### src/rtl/mldsa_axil_pkg.sv
// Shared definitions for the ML-DSA AXI4-Lite control block.
// Holds register byte offsets, AXI response codes, STATUS bit positions,
// the register-select decode type and the operation-tracker FSM states.
package mldsa_axil_pkg;

  // Register byte offsets.
  localparam logic [7:0] OffsCtrl   = 8'h00;
  localparam logic [7:0] OffsStatus = 8'h04;
  localparam logic [7:0] OffsIrqEn  = 8'h08;
  localparam logic [7:0] OffsCycles = 8'h0C;

  // AXI response codes.
  localparam logic [1:0] RespOkay   = 2'b00;
  localparam logic [1:0] RespSlverr = 2'b10;

  // STATUS bit positions.
  localparam int unsigned StatusBusyBit = 0;
  localparam int unsigned StatusDoneBit = 1;
  localparam int unsigned StatusErrBit  = 2;

  // CTRL field positions.
  localparam int unsigned CtrlStartBit = 0;
  localparam int unsigned CtrlModeLsb  = 8;

  typedef enum logic [2:0] {
    SelCtrl,
    SelStatus,
    SelIrqEn,
    SelCycles,
    SelNone
  } reg_sel_e;

  typedef enum logic [0:0] {
    StIdle,
    StBusy
  } op_state_e;

endpackage

### src/rtl/mldsa_axil_ctrl_if.sv
// AXI4-Lite bus bundle for the ML-DSA control block.
// master: drives AW/W/AR and BREADY/RREADY (the bus initiator).
// slave:  drives AWREADY/WREADY/ARREADY and the B and R channels.
interface mldsa_axil_if #(
  parameter int unsigned ADDR_W = 8,
  parameter int unsigned DATA_W = 32
);
  logic [ADDR_W-1:0]   AWADDR;
  logic                AWVALID;
  logic                AWREADY;
  logic [DATA_W-1:0]   WDATA;
  logic [DATA_W/8-1:0] WSTRB;
  logic                WVALID;
  logic                WREADY;
  logic [1:0]          BRESP;
  logic                BVALID;
  logic                BREADY;
  logic [ADDR_W-1:0]   ARADDR;
  logic                ARVALID;
  logic                ARREADY;
  logic [DATA_W-1:0]   RDATA;
  logic [1:0]          RRESP;
  logic                RVALID;
  logic                RREADY;

  modport master (
    output AWADDR, AWVALID, WDATA, WSTRB, WVALID, BREADY, ARADDR, ARVALID, RREADY,
    input  AWREADY, WREADY, BRESP, BVALID, ARREADY, RDATA, RRESP, RVALID
  );

  modport slave (
    input  AWADDR, AWVALID, WDATA, WSTRB, WVALID, BREADY, ARADDR, ARVALID, RREADY,
    output AWREADY, WREADY, BRESP, BVALID, ARREADY, RDATA, RRESP, RVALID
  );

endinterface

### src/rtl/mldsa_op_tracker.sv
// Tracks one ML-DSA core operation from start strobe to core completion.
// Optional feature macro: MLDSA_CYCLE_CNT_EN builds the busy-cycle counter.
// Ports:
//   clk, resetn     clock, asynchronous active-low reset
//   start_wr_i      committed START write (accepted in IDLE, flagged as error in BUSY)
//   core_done_i     one-cycle completion strobe from the core
//   done_clr_i      write-1-clear of DONE
//   err_clr_i       write-1-clear of ERR
//   busy_o, done_o, err_o   status bits
//   start_pulse_o   one-cycle start strobe to the core
//   cycles_o        busy-cycle count of the last completed operation
module mldsa_op_tracker
  import mldsa_axil_pkg::*;
#(
  parameter int unsigned DATA_W = 32
) (
  input  logic              clk,
  input  logic              resetn,
  input  logic              start_wr_i,
  input  logic              core_done_i,
  input  logic              done_clr_i,
  input  logic              err_clr_i,
  output logic              busy_o,
  output logic              done_o,
  output logic              err_o,
  output logic              start_pulse_o,
  output logic [DATA_W-1:0] cycles_o
);

  op_state_e state_q, state_d;
  logic      pulse_q, pulse_d;
  logic      done_q, done_d;
  logic      err_q, err_d;

  always_comb begin
    state_d = state_q;
    pulse_d = 1'b0;
    done_d  = done_q;
    err_d   = err_q;
    // Clears are applied first so a same-cycle set wins.
    if (done_clr_i) done_d = 1'b0;
    if (err_clr_i)  err_d  = 1'b0;
    unique case (state_q)
      StIdle: begin
        if (start_wr_i) begin
          state_d = StBusy;
          pulse_d = 1'b1;
        end
      end
      StBusy: begin
        // A START landing on the completion cycle is still rejected as busy.
        if (start_wr_i) err_d = 1'b1;
        if (core_done_i) begin
          state_d = StIdle;
          done_d  = 1'b1;
        end
      end
      default: state_d = StIdle;
    endcase
  end

  always_ff @(posedge clk or negedge resetn) begin
    if (!resetn) begin
      state_q <= StIdle;
      pulse_q <= 1'b0;
      done_q  <= 1'b0;
      err_q   <= 1'b0;
    end else begin
      state_q <= state_d;
      pulse_q <= pulse_d;
      done_q  <= done_d;
      err_q   <= err_d;
    end
  end

  assign busy_o        = (state_q == StBusy);
  assign done_o        = done_q;
  assign err_o         = err_q;
  assign start_pulse_o = pulse_q;

`ifdef MLDSA_CYCLE_CNT_EN
  logic [DATA_W-1:0] cnt_q, cnt_d;
  logic [DATA_W-1:0] cycles_q, cycles_d;

  always_comb begin
    cnt_d    = cnt_q;
    cycles_d = cycles_q;
    if (state_q == StBusy) begin
      // The strobe cycle is itself busy: clear and count it in one step.
      if (pulse_q) begin
        cnt_d = DATA_W'(1);
      end else if (cnt_q != '1) begin
        cnt_d = cnt_q + DATA_W'(1);
      end
      if (core_done_i) cycles_d = cnt_q;
    end
  end

  always_ff @(posedge clk or negedge resetn) begin
    if (!resetn) begin
      cnt_q    <= '0;
      cycles_q <= '0;
    end else begin
      cnt_q    <= cnt_d;
      cycles_q <= cycles_d;
    end
  end

  assign cycles_o = cycles_q;
`else
  assign cycles_o = '0;
`endif

endmodule

### src/rtl/mldsa_axil_ctrl.sv
// AXI4-Lite control/status slave for the ML-DSA core.
// Registers: 0x00 CTRL (START w1, MODE rw), 0x04 STATUS (BUSY ro, DONE/ERR w1c),
// 0x08 IRQ_EN, 0x0C CYCLES (ro; only counts when MLDSA_CYCLE_CNT_EN is defined).
// Ports:
//   clk, resetn   clock, asynchronous active-low reset
//   axil          AXI4-Lite slave bundle
//   main_mode     latched operation mode to the core
//   start_pulse   one-cycle start strobe to the core
//   core_done     one-cycle completion strobe from the core
//   irq           level interrupt, DONE & IRQ_EN
module mldsa_axil_ctrl
  import mldsa_axil_pkg::*;
#(
  parameter int unsigned ADDR_W = 8,
  parameter int unsigned DATA_W = 32,
  parameter int unsigned MODE_W = 2
) (
  input  logic              clk,
  input  logic              resetn,
  mldsa_axil_if.slave       axil,
  output logic [MODE_W-1:0] main_mode,
  output logic              start_pulse,
  input  logic              core_done,
  output logic              irq
);

  localparam int unsigned StrbW = DATA_W / 8;

  function automatic reg_sel_e decode(input logic [ADDR_W-1:0] addr);
    logic [ADDR_W-1:0] word;
    word = addr & ~ADDR_W'(3);
    if (word == ADDR_W'(OffsCtrl))   return SelCtrl;
    if (word == ADDR_W'(OffsStatus)) return SelStatus;
    if (word == ADDR_W'(OffsIrqEn))  return SelIrqEn;
    if (word == ADDR_W'(OffsCycles)) return SelCycles;
    return SelNone;
  endfunction

  // Keeps READYs low during reset and for the first cycle after release.
  logic ready_en_q;

  logic              aw_full_q, aw_full_d;
  logic [ADDR_W-1:0] aw_addr_q, aw_addr_d;
  logic              w_full_q, w_full_d;
  logic [DATA_W-1:0] w_data_q, w_data_d;
  logic [StrbW-1:0]  w_strb_q, w_strb_d;
  logic              bvalid_q, bvalid_d;
  logic [1:0]        bresp_q, bresp_d;
  logic              rvalid_q, rvalid_d;
  logic [DATA_W-1:0] rdata_q, rdata_d;
  logic [1:0]        rresp_q, rresp_d;
  logic [MODE_W-1:0] mode_q, mode_d;
  logic              irq_en_q, irq_en_d;

  logic              commit;
  reg_sel_e          wsel, rsel;
  logic              start_wr, done_clr, err_clr;
  logic              busy, done, err;
  logic [DATA_W-1:0] cycles;

  assign axil.AWREADY = ready_en_q & ~aw_full_q;
  assign axil.WREADY  = ready_en_q & ~w_full_q;
  assign axil.ARREADY = ready_en_q & ~rvalid_q;
  assign axil.BVALID  = bvalid_q;
  assign axil.BRESP   = bresp_q;
  assign axil.RVALID  = rvalid_q;
  assign axil.RDATA   = rdata_q;
  assign axil.RRESP   = rresp_q;

  assign commit = aw_full_q & w_full_q & ~bvalid_q;
  assign wsel   = decode(aw_addr_q);
  assign rsel   = decode(axil.ARADDR);

  // Write path: AW/W holding buffers, commit, response.
  always_comb begin
    aw_full_d = aw_full_q;
    aw_addr_d = aw_addr_q;
    w_full_d  = w_full_q;
    w_data_d  = w_data_q;
    w_strb_d  = w_strb_q;
    bvalid_d  = bvalid_q;
    bresp_d   = bresp_q;
    mode_d    = mode_q;
    irq_en_d  = irq_en_q;
    start_wr  = 1'b0;
    done_clr  = 1'b0;
    err_clr   = 1'b0;

    if (axil.AWVALID && axil.AWREADY) begin
      aw_full_d = 1'b1;
      aw_addr_d = axil.AWADDR;
    end
    if (axil.WVALID && axil.WREADY) begin
      w_full_d = 1'b1;
      w_data_d = axil.WDATA;
      w_strb_d = axil.WSTRB;
    end
    if (bvalid_q && axil.BREADY) bvalid_d = 1'b0;

    if (commit) begin
      aw_full_d = 1'b0;
      w_full_d  = 1'b0;
      bvalid_d  = 1'b1;
      bresp_d   = RespOkay;
      unique case (wsel)
        SelCtrl: begin
          if (w_strb_q[0] && w_data_q[CtrlStartBit]) begin
            start_wr = 1'b1;
            if (busy) bresp_d = RespSlverr;
          end
          if (w_strb_q[1]) begin
            if (busy) bresp_d = RespSlverr;
            else      mode_d  = w_data_q[CtrlModeLsb +: MODE_W];
          end
        end
        SelStatus: begin
          if (w_strb_q[0]) begin
            done_clr = w_data_q[StatusDoneBit];
            err_clr  = w_data_q[StatusErrBit];
          end
        end
        SelIrqEn: begin
          if (w_strb_q[0]) irq_en_d = w_data_q[0];
        end
        SelCycles: ;
        default: bresp_d = RespSlverr;
      endcase
    end
  end

  // Read path: sampled from the pre-commit register values.
  always_comb begin
    rvalid_d = rvalid_q;
    rdata_d  = rdata_q;
    rresp_d  = rresp_q;
    if (rvalid_q && axil.RREADY) rvalid_d = 1'b0;
    if (axil.ARVALID && axil.ARREADY) begin
      rvalid_d = 1'b1;
      rdata_d  = '0;
      rresp_d  = RespOkay;
      unique case (rsel)
        SelCtrl:   rdata_d[CtrlModeLsb +: MODE_W] = mode_q;
        SelStatus: begin
          rdata_d[StatusBusyBit] = busy;
          rdata_d[StatusDoneBit] = done;
          rdata_d[StatusErrBit]  = err;
        end
        SelIrqEn:  rdata_d[0] = irq_en_q;
        SelCycles: rdata_d = cycles;
        default:   rresp_d = RespSlverr;
      endcase
    end
  end

  always_ff @(posedge clk or negedge resetn) begin
    if (!resetn) begin
      ready_en_q <= 1'b0;
      aw_full_q  <= 1'b0;
      aw_addr_q  <= '0;
      w_full_q   <= 1'b0;
      w_data_q   <= '0;
      w_strb_q   <= '0;
      bvalid_q   <= 1'b0;
      bresp_q    <= RespOkay;
      rvalid_q   <= 1'b0;
      rdata_q    <= '0;
      rresp_q    <= RespOkay;
      mode_q     <= '0;
      irq_en_q   <= 1'b0;
    end else begin
      ready_en_q <= 1'b1;
      aw_full_q  <= aw_full_d;
      aw_addr_q  <= aw_addr_d;
      w_full_q   <= w_full_d;
      w_data_q   <= w_data_d;
      w_strb_q   <= w_strb_d;
      bvalid_q   <= bvalid_d;
      bresp_q    <= bresp_d;
      rvalid_q   <= rvalid_d;
      rdata_q    <= rdata_d;
      rresp_q    <= rresp_d;
      mode_q     <= mode_d;
      irq_en_q   <= irq_en_d;
    end
  end

  mldsa_op_tracker #(
    .DATA_W (DATA_W)
  ) u_tracker (
    .clk           (clk),
    .resetn        (resetn),
    .start_wr_i    (start_wr),
    .core_done_i   (core_done),
    .done_clr_i    (done_clr),
    .err_clr_i     (err_clr),
    .busy_o        (busy),
    .done_o        (done),
    .err_o         (err),
    .start_pulse_o (start_pulse),
    .cycles_o      (cycles)
  );

  assign main_mode = mode_q;
  assign irq       = done & irq_en_q;

  // Only a few data bits and the low strobe lanes carry register fields.
  logic unused_wbits;
  assign unused_wbits = ^{w_data_q, w_strb_q};

endmodule
### src/flat_wrapper.sv
// flat-port wrapper written by rule: the top's interface ports become plain ports
module mldsa_axil_ctrl_flat import mldsa_axil_pkg::*;
#(
  parameter int unsigned ADDR_W = 8,
  parameter int unsigned DATA_W = 32,
  parameter int unsigned MODE_W = 2
)
  (clk, resetn, main_mode, start_pulse, core_done, irq, axil_AWADDR, axil_AWVALID, axil_WDATA, axil_WSTRB, axil_WVALID, axil_BREADY, axil_ARADDR, axil_ARVALID, axil_RREADY, axil_AWREADY, axil_WREADY, axil_BRESP, axil_BVALID, axil_ARREADY, axil_RDATA, axil_RRESP, axil_RVALID);
  mldsa_axil_if #(.ADDR_W(ADDR_W), .DATA_W(DATA_W)) axil_i ();
  input  logic clk;
  input  logic resetn;
  output logic [MODE_W-1:0] main_mode;
  output logic start_pulse;
  input  logic core_done;
  output logic irq;
  input wire logic [$bits(axil_i.AWADDR)-1:0] axil_AWADDR;
  input wire logic [$bits(axil_i.AWVALID)-1:0] axil_AWVALID;
  input wire logic [$bits(axil_i.WDATA)-1:0] axil_WDATA;
  input wire logic [$bits(axil_i.WSTRB)-1:0] axil_WSTRB;
  input wire logic [$bits(axil_i.WVALID)-1:0] axil_WVALID;
  input wire logic [$bits(axil_i.BREADY)-1:0] axil_BREADY;
  input wire logic [$bits(axil_i.ARADDR)-1:0] axil_ARADDR;
  input wire logic [$bits(axil_i.ARVALID)-1:0] axil_ARVALID;
  input wire logic [$bits(axil_i.RREADY)-1:0] axil_RREADY;
  output wire logic [$bits(axil_i.AWREADY)-1:0] axil_AWREADY;
  output wire logic [$bits(axil_i.WREADY)-1:0] axil_WREADY;
  output wire logic [$bits(axil_i.BRESP)-1:0] axil_BRESP;
  output wire logic [$bits(axil_i.BVALID)-1:0] axil_BVALID;
  output wire logic [$bits(axil_i.ARREADY)-1:0] axil_ARREADY;
  output wire logic [$bits(axil_i.RDATA)-1:0] axil_RDATA;
  output wire logic [$bits(axil_i.RRESP)-1:0] axil_RRESP;
  output wire logic [$bits(axil_i.RVALID)-1:0] axil_RVALID;
  assign axil_i.AWADDR = axil_AWADDR;
  assign axil_i.AWVALID = axil_AWVALID;
  assign axil_i.WDATA = axil_WDATA;
  assign axil_i.WSTRB = axil_WSTRB;
  assign axil_i.WVALID = axil_WVALID;
  assign axil_i.BREADY = axil_BREADY;
  assign axil_i.ARADDR = axil_ARADDR;
  assign axil_i.ARVALID = axil_ARVALID;
  assign axil_i.RREADY = axil_RREADY;
  assign axil_AWREADY = axil_i.AWREADY;
  assign axil_WREADY = axil_i.WREADY;
  assign axil_BRESP = axil_i.BRESP;
  assign axil_BVALID = axil_i.BVALID;
  assign axil_ARREADY = axil_i.ARREADY;
  assign axil_RDATA = axil_i.RDATA;
  assign axil_RRESP = axil_i.RRESP;
  assign axil_RVALID = axil_i.RVALID;
  mldsa_axil_ctrl #(.ADDR_W(ADDR_W), .DATA_W(DATA_W), .MODE_W(MODE_W)) u_core (.clk(clk), .resetn(resetn), .axil(axil_i), .main_mode(main_mode), .start_pulse(start_pulse), .core_done(core_done), .irq(irq));
endmodule
### config.mk
export PLATFORM = sky130hd
export DESIGN_NAME = mldsa_axil_ctrl_flat
export DESIGN_NICKNAME = d
export VERILOG_FILES = /design/src/rtl/mldsa_axil_pkg.sv /design/src/rtl/mldsa_axil_ctrl_if.sv /design/src/rtl/mldsa_op_tracker.sv /design/src/rtl/mldsa_axil_ctrl.sv /design/src/flat_wrapper.sv
export SDC_FILE = /design/constraint.sdc
export NUM_CORES = 1
export LEC_CHECK = 0
export ABC_CLOCK_PERIOD_IN_PS = 1350
export BUFFER_PORTS_ARGS = -buffer_cell sky130_fd_sc_hd__buf_2
export CAP_MARGIN = 20
export CORE_MARGIN = 4
export CORE_UTILIZATION = 37
export DETAILED_ROUTE_END_ITERATION = 10
export PLACE_DENSITY = 0.75
export SLEW_MARGIN = 20
export SYNTH_ARGS = -nofsm -noshare
export SYNTH_HDL_FRONTEND = slang
export SYNTH_SLANG_ARGS = --single-unit
export TNS_END_PERCENT = 20
### constraint.sdc
create_clock -name clk -period 1.35 [get_ports clk]
set_input_delay 0.27 -clock clk [delete_from_list [all_inputs] [get_ports clk]]
set_output_delay 0.27 -clock clk [all_outputs]
set_load 0.02 [all_outputs]
**Yosys cells after proc, flatten, opt, wreduce, memory -nomap -nowiden**

Index checks and enable logic that the tools add are counted.

- Bitwise logic cells: 11
- Multiplexer cells: 72
- Reduce and logical (&&, ||, !) cells: 18
- Equal/unequal tests: 12

Operator list:

| operator | count |
|---|---|
| $mux W3 | 16 |
| $mux W1 | 46 |
| $eq A6 B2 Y1 const B | 4 |
| $logic_not A8 Y1 | 2 |
| $mux W2 | 7 |
| $eq A3 B2 Y1 const B | 4 |
| $eq A6 B1 Y1 const B | 2 |
| $reduce_bool A2 Y1 | 4 |
| $and A1 B1 Y1 | 6 |
| $eq A3 B1 Y1 const B | 2 |
| $logic_and A1 B1 Y1 | 6 |
| $logic_not A3 Y1 | 2 |
| $not A1 Y1 | 5 |
| $pmux W1 S2 | 2 |
| $pmux W2 S2 | 1 |
| $reduce_and A4 Y1 | 1 |
| $reduce_or A4 Y1 | 1 |
| $reduce_and A3 Y1 | 1 |
| $reduce_or A3 Y1 | 1 |

- Logic and storage cells: 130
- Register bits after elaboration: 41
- Input bits: 60
- Output and inout port bits: 45

**Longest topological paths before layout**

- Depth in word-level cells: 18
- Gate-level depth with buffers: 4

**By module**

From an unflattened synthesis, not the netlist that was laid out.

- Cell total of the unflattened synthesis: 212
- Area total of the unflattened synthesis: 2,618.8 µm²

By module, submodules not included:

| module | cells each | times used | area an instance (µm²) |
|---|---|---|---|
| mldsa_axil_ctrl | 167 | 1 | 2,235.9 |
| mldsa_op_tracker | 45 | 1 | 382.9 |

**Worst setup path before layout**

OpenSTA, ideal clock, no wires.

- Path type: register to register
- Start point: reg u_core.ready_en_q
- End point: reg u_core.aw_addr_q[2]
- Stages on the path, launching flop included: 4
- Required time: 1.225 ns
- Slack: -0.069 ns
- Period minus slack after synthesis: 1.419 ns
- Path buffers: 0
- Arrival time: 1.294 ns
- Cell sequence: dfrtp_1 nor2b_1 nand2_1 mux2_2

- Word-level cells in the longest chain between the ends: 2

RTL lines:

| element | RTL line | RTL |
|---|---|---|
| start, declared | mldsa_axil_ctrl.sv:40 | `logic ready_en_q;` |
| start signal, assigned | mldsa_axil_ctrl.sv:157 | `ready_en_q <= 1'b0;` |
| start signal, assigned | mldsa_axil_ctrl.sv:171 | `ready_en_q <= 1'b1;` |
| $and A1 B1 Y1 | mldsa_axil_ctrl.sv:61 | `assign axil.AWREADY = ready_en_q & ~aw_full_q;` |
| net axil_AWREADY | flat_wrapper.sv:25 | `output wire logic [$bits(axil_i.AWREADY)-1:0] axil_AWREADY;` |
| $logic_and A1 B1 Y1 | mldsa_axil_ctrl.sv:89 | `if (axil.AWVALID && axil.AWREADY) begin` |
| end signal, assigned | mldsa_axil_ctrl.sv:173 | `aw_addr_q <= aw_addr_d;` |
| end, declared | mldsa_axil_ctrl.sv:43 | `logic [ADDR_W-1:0] aw_addr_q, aw_addr_d;` |

The timed path passes the listed nets, and every way through them passes these cells.
A chain may end at the register's enable or synchronous reset.

**Worst setup path in the final report**

- Start point: reg u_core.aw_addr_q[7]
- End point: reg u_core.irq_en_q

- Word-level cells in the longest chain between the ends: 11
- Elaborated cells between the ends (all ways): 23

RTL lines:

| element | RTL line | RTL |
|---|---|---|
| $eq A6 B2 Y1 | mldsa_axil_ctrl.sv:35 | `if (word == ADDR_W'(OffsCycles)) return SelCycles;` |
| $mux W1 (2 in series) | mldsa_axil_ctrl.sv:35 |  |
| $mux W1 | mldsa_axil_ctrl.sv:34 | `if (word == ADDR_W'(OffsIrqEn)) return SelIrqEn;` |
| $mux W1 | mldsa_axil_ctrl.sv:33 | `if (word == ADDR_W'(OffsStatus)) return SelStatus;` |
| $mux W3 | mldsa_axil_ctrl.sv:36 | `return SelNone;` |
| $mux W3 | mldsa_axil_ctrl.sv:35 |  |
| $mux W3 | mldsa_axil_ctrl.sv:34 |  |
| $mux W3 (*) | mldsa_axil_ctrl.sv:33 |  |
| $eq A3 B2 Y1 (*) | mldsa_axil_ctrl.sv:105 | `unique case (wsel)` |
| $reduce_and A3 Y1 (no source line) (*) | - |  |
| end signal, assigned | mldsa_axil_ctrl.sv:183 | `irq_en_q <= irq_en_d;` |
| end, declared | mldsa_axil_ctrl.sv:53 | `logic irq_en_q, irq_en_d;` |

Mark *: on every way between the ends. The rest lies on a longest branch, timed or not. The select of a mux whose other input is x is not followed.

==> impl_metrics.toml <==
[finish]
multi_input_comb_area_um2 = 634
share_of_cells_above_drive_strength_1_pct = 41.8
fillers = 378
n_diodes = 0
regArea_um2 = 801
post-route-util_pct = 47.9
final_cells = 239
syn2layout_area_growth_pct = 23.4
nets = 248

[critical_path]
critical_path_peak_fanout = 6
cp-end-kind = "flip-flop"
timing_worst_setup_path_type = "flip-flop to flip-flop"
cp_cell_sequence = "nor4_4 -> buf_4 -> nand4_1 -> mux2_2"
cpMaxStageDelayCell = "sky130_fd_sc_hd__dfrtp_1"
critPathMaxStageDelay_ns = 0.41
critPathLaunchType = "flip-flop"
critical_path_arrival_ns = 1.51
critical_path_required_ns = 1.51

[timing]
fmaxAchievable_mhz = 740
timing.final.crit_share_pct = 100
count_of_endpoints_failing_setup_in_the_final_report = 1
fin_skew_ns = 0.00543
maxSlewViolCount = 0
grt_setup_unrepaired = "true"
min_period_ns = 1.35
final_hold_viol_count = 0
worst_case_setup_margin_in_the_final_layout_ns = -0.000914

[drt]
detail_route.wirelength_um = 2740
number_of_design_rule_violations_left_by_the_first_detailed_router_iteration = 24
ant_nets = 0
detail_route.drc_violations = 0
vias = 1068
post_drt_wl_per_cell_um = 11.5
drt_pre_antenna_iters = 3
vias_per_cell = 4.47

[global_routing]
grt_remaining_overflow = 0
via_count_of_the_first_global_routing_pass = 1016
antenna_found_initial = 0
global_route_wire_length_before_repair_um = 4370
largest_net_degree_at_the_start_of_global_routing = 18
globalRouteTotalUtil_pct = 10.8

[synth]
synth_enable_flop_cells = 0
synthCells = 132
synth_common_cells = "sky130_fd_sc_hd__dfrtp_1 (32), sky130_fd_sc_hd__buf_4 (29), sky130_fd_sc_hd__mux2_2 (16)"
ys_seq_elements = 32
yosys.area.top_type = "sky130_fd_sc_hd__dfrtp_1"
async_reset_ff_share_pct = 100
synthFlopType = "sky130_fd_sc_hd__dfrtp_1"
yosysSeqAreaShare_pct = 51.2
synth_largest_type_area_fraction_pct = 51.2
post-synth-top-count-cell = "sky130_fd_sc_hd__dfrtp_1"
syn_avg_cell_area_um2 = 11.8
synth-warning-count = 0
post_synth_instance_area_mm2 = 0.00156
synth_area_leaders = "sky130_fd_sc_hd__dfrtp_1 (51%), sky130_fd_sc_hd__buf_4 (14%), sky130_fd_sc_hd__mux2_2 (12%)"
synth_cell_types = 30

[cts]
clkSinkCount = 32
cts_made_buffers = 5
clk-insertion-delay-late_ns = 0.28
htree_levels = 2
tritoncts = "done"
clk_slew_on_worst_s_h_paths_ns = 0.07
clockRootBuffer = "sky130_fd_sc_hd__clkbuf_8"
ctsLongestPathBuffers = 2

[min_path]
hp-class = "primary input to flip-flop"

[placement]
finalWeightedCongestion = 0.851
dp_hpwl_um = 2250
place.port_buffers = 42
place.detailed.instances = 229

[floorplanning]
initial_utilization_pct = 38.8
die_area_mm2 = 0.00533
die_width_um = 73.0
top_level_ports = 105
rows = 23
floorplan.core_area_mm2 = 0.00403
fp.dieH_um = 73.0

[power_and_ir_drop]
power-per-cell-area_mw_per_mm2 = 1770
switching_share_pct = 31.9
power_frac_comb_pct = 29.0
seq_power_share_pct = 45.1
share_clk_of_total_power_pct = 25.9
ir_drop_v = 0.000685
internal_power_w = 0.00232
power_switching_w = 0.00109
power_w = 0.00341
power_leakage_nw = 0.994

[status]
failing_checks = "negative setup slack"
status = "complete, but fails checks"

[run]
timing.max_cap.violations = 0
-- area by class of cell --
| type | count | area share (%) |
|---|---|---|
| timing repair buffer | 51 | 16.0 |
| inverter | 4 | 0.779 |
| sequential | 32 | 41.5 |
| clock buffer | 6 | 3.76 |
| tap | 50 | 3.24 |
| clock inverter | 2 | 1.82 |
| multi-input combinational | 94 | 32.9 |
-- critical path: cells and delay by family (launching register included) --
kind / cells / cell delay (ns)
and+or+nand+nor: 2 / 0.38
DFF: 1 / 0.41
buffers and inverters: 1 / 0.18
muxes: 1 / 0.28
-- registers in the layout, indices dropped and copies added, names as in the netlist --
register                        count
u_core.aw_full_q                    1
u_core.irq_en_q                     1
u_core.aw_addr_q                    6
u_core.u_tracker.start_pulse_o      1
u_core.u_tracker.busy_o             1
u_core.w_data_q                     5
u_core.axil.RDATA                   5
u_core.ready_en_q                   1
u_core.axil.RVALID                  1
u_core.axil.RRESP                   1
u_core.u_tracker.done_o             1
u_core.axil.BRESP                   1
u_core.w_strb_q                     2
u_core.main_mode                    2
u_core.w_full_q                     1
u_core.u_tracker.err_o              1
u_core.axil.BVALID                  1
-- placed cells by master, fill, tap and decap left out, types with 2 or more instances in the layout --
master,count
sky130_fd_sc_hd__inv_1,4
sky130_fd_sc_hd__nand3_1,4
sky130_fd_sc_hd__nor2b_1,5
sky130_fd_sc_hd__a32o_1,4
sky130_fd_sc_hd__clkbuf_8,5
sky130_fd_sc_hd__nor2_1,5
sky130_fd_sc_hd__dfrtp_1,32
sky130_fd_sc_hd__buf_12,2
sky130_fd_sc_hd__and4b_1,2
sky130_fd_sc_hd__a22o_1,3
sky130_fd_sc_hd__buf_4,7
sky130_fd_sc_hd__o21ai_0,2
sky130_fd_sc_hd__mux2_2,16
sky130_fd_sc_hd__conb_1,30
sky130_fd_sc_hd__nand2_1,2
sky130_fd_sc_hd__a21o_1,2
sky130_fd_sc_hd__buf_2,41
sky130_fd_sc_hd__a21oi_1,3
-- power by group through the flow --
| stage | logic (W) | clock network, W | registers (W) |
|---|---|---|---|
| final | 0.000987 | 0.000883 | 0.00154 |
| after CTS | 0.000981 | 0.000903 | 0.00154 |
| after floorplan | 0.000692 | 0 | 0.00157 |
| after global routing | 0.00109 | 0.000944 | 0.00159 |
| after global placement | 0.000957 | 0 | 0.00154 |
| after detailed placement | 0.000974 | 0 | 0.00156 |
-- per-stage QoR --
| step | area, µm² | hold slack, ns | TNS (ns) | worst slack (ns) |
|---|---|---|---|---|
| 5_1_grt | 1930 | 0.204 | -0.187 | -0.0408 |
| 2_1_floorplan | 1670 | -0.0256 | -0.0251 | -0.0125 |
| 6_report | 1930 | 0.172 | -0.000914 | -0.000914 |
| 4_1_cts | 1920 | 0.166 | 0 | 0.00282 |
| 3_3_place_gp | 1800 | 0.205 | -0.0147 | -0.00766 |
| 3_5_place_dp | 1800 | 0.212 | -0.0104 | -0.0104 |
-- path summary, 6_finish.rpt --
path	start	to	slack, ns	cells past startpoint
worst max-delay path	u_core.aw_addr_q[7]	u_core.irq_en_q	-0.0009	4
min in group asynchronous	resetn	u_core.axil.RDATA[8]	0.44	2
worst min register to register	u_core.axil.RDATA[9]	u_core.axil.RDATA[9]	0.49	1
worst max register to register	u_core.aw_addr_q[7]	u_core.irq_en_q	-0.0009	4
worst min-delay path	axil_RREADY	u_core.axil.RVALID	0.17	2
max in group asynchronous	resetn	u_core.aw_addr_q[6]	0.50	3
-- layer usage --
layer	vias up	wire, µm	share of wire, %	GRT usage [%]
met1	505	1130	41	12.6
met4	0	44	1.6	5.53
met5	-	0	0	0
met2	38	1340	49	17.4
met3	6	228	8.3	3.99
li1	519	-	-	-
-- logic make-up after synthesis --
| logic type | share of synthesized area, % |
|---|---|
| other | 0.481 |
| buffers and inverters | 15.2 |
| flip-flops | 51.2 |
| multiplexers | 11.5 |
| AO/OA/AOI/OAI | 8.25 |
| AND/OR/NAND/NOR | 13.3 |
-- timing repair --
item                                   CTS  global route
setup buffers                            1             1
gates resized for setup                  1             1
hold buffers                             1             0
endpoints found under the hold margin   15             0
setup endpoints to repair                1            12
Power figures use the tool's default switching activity.
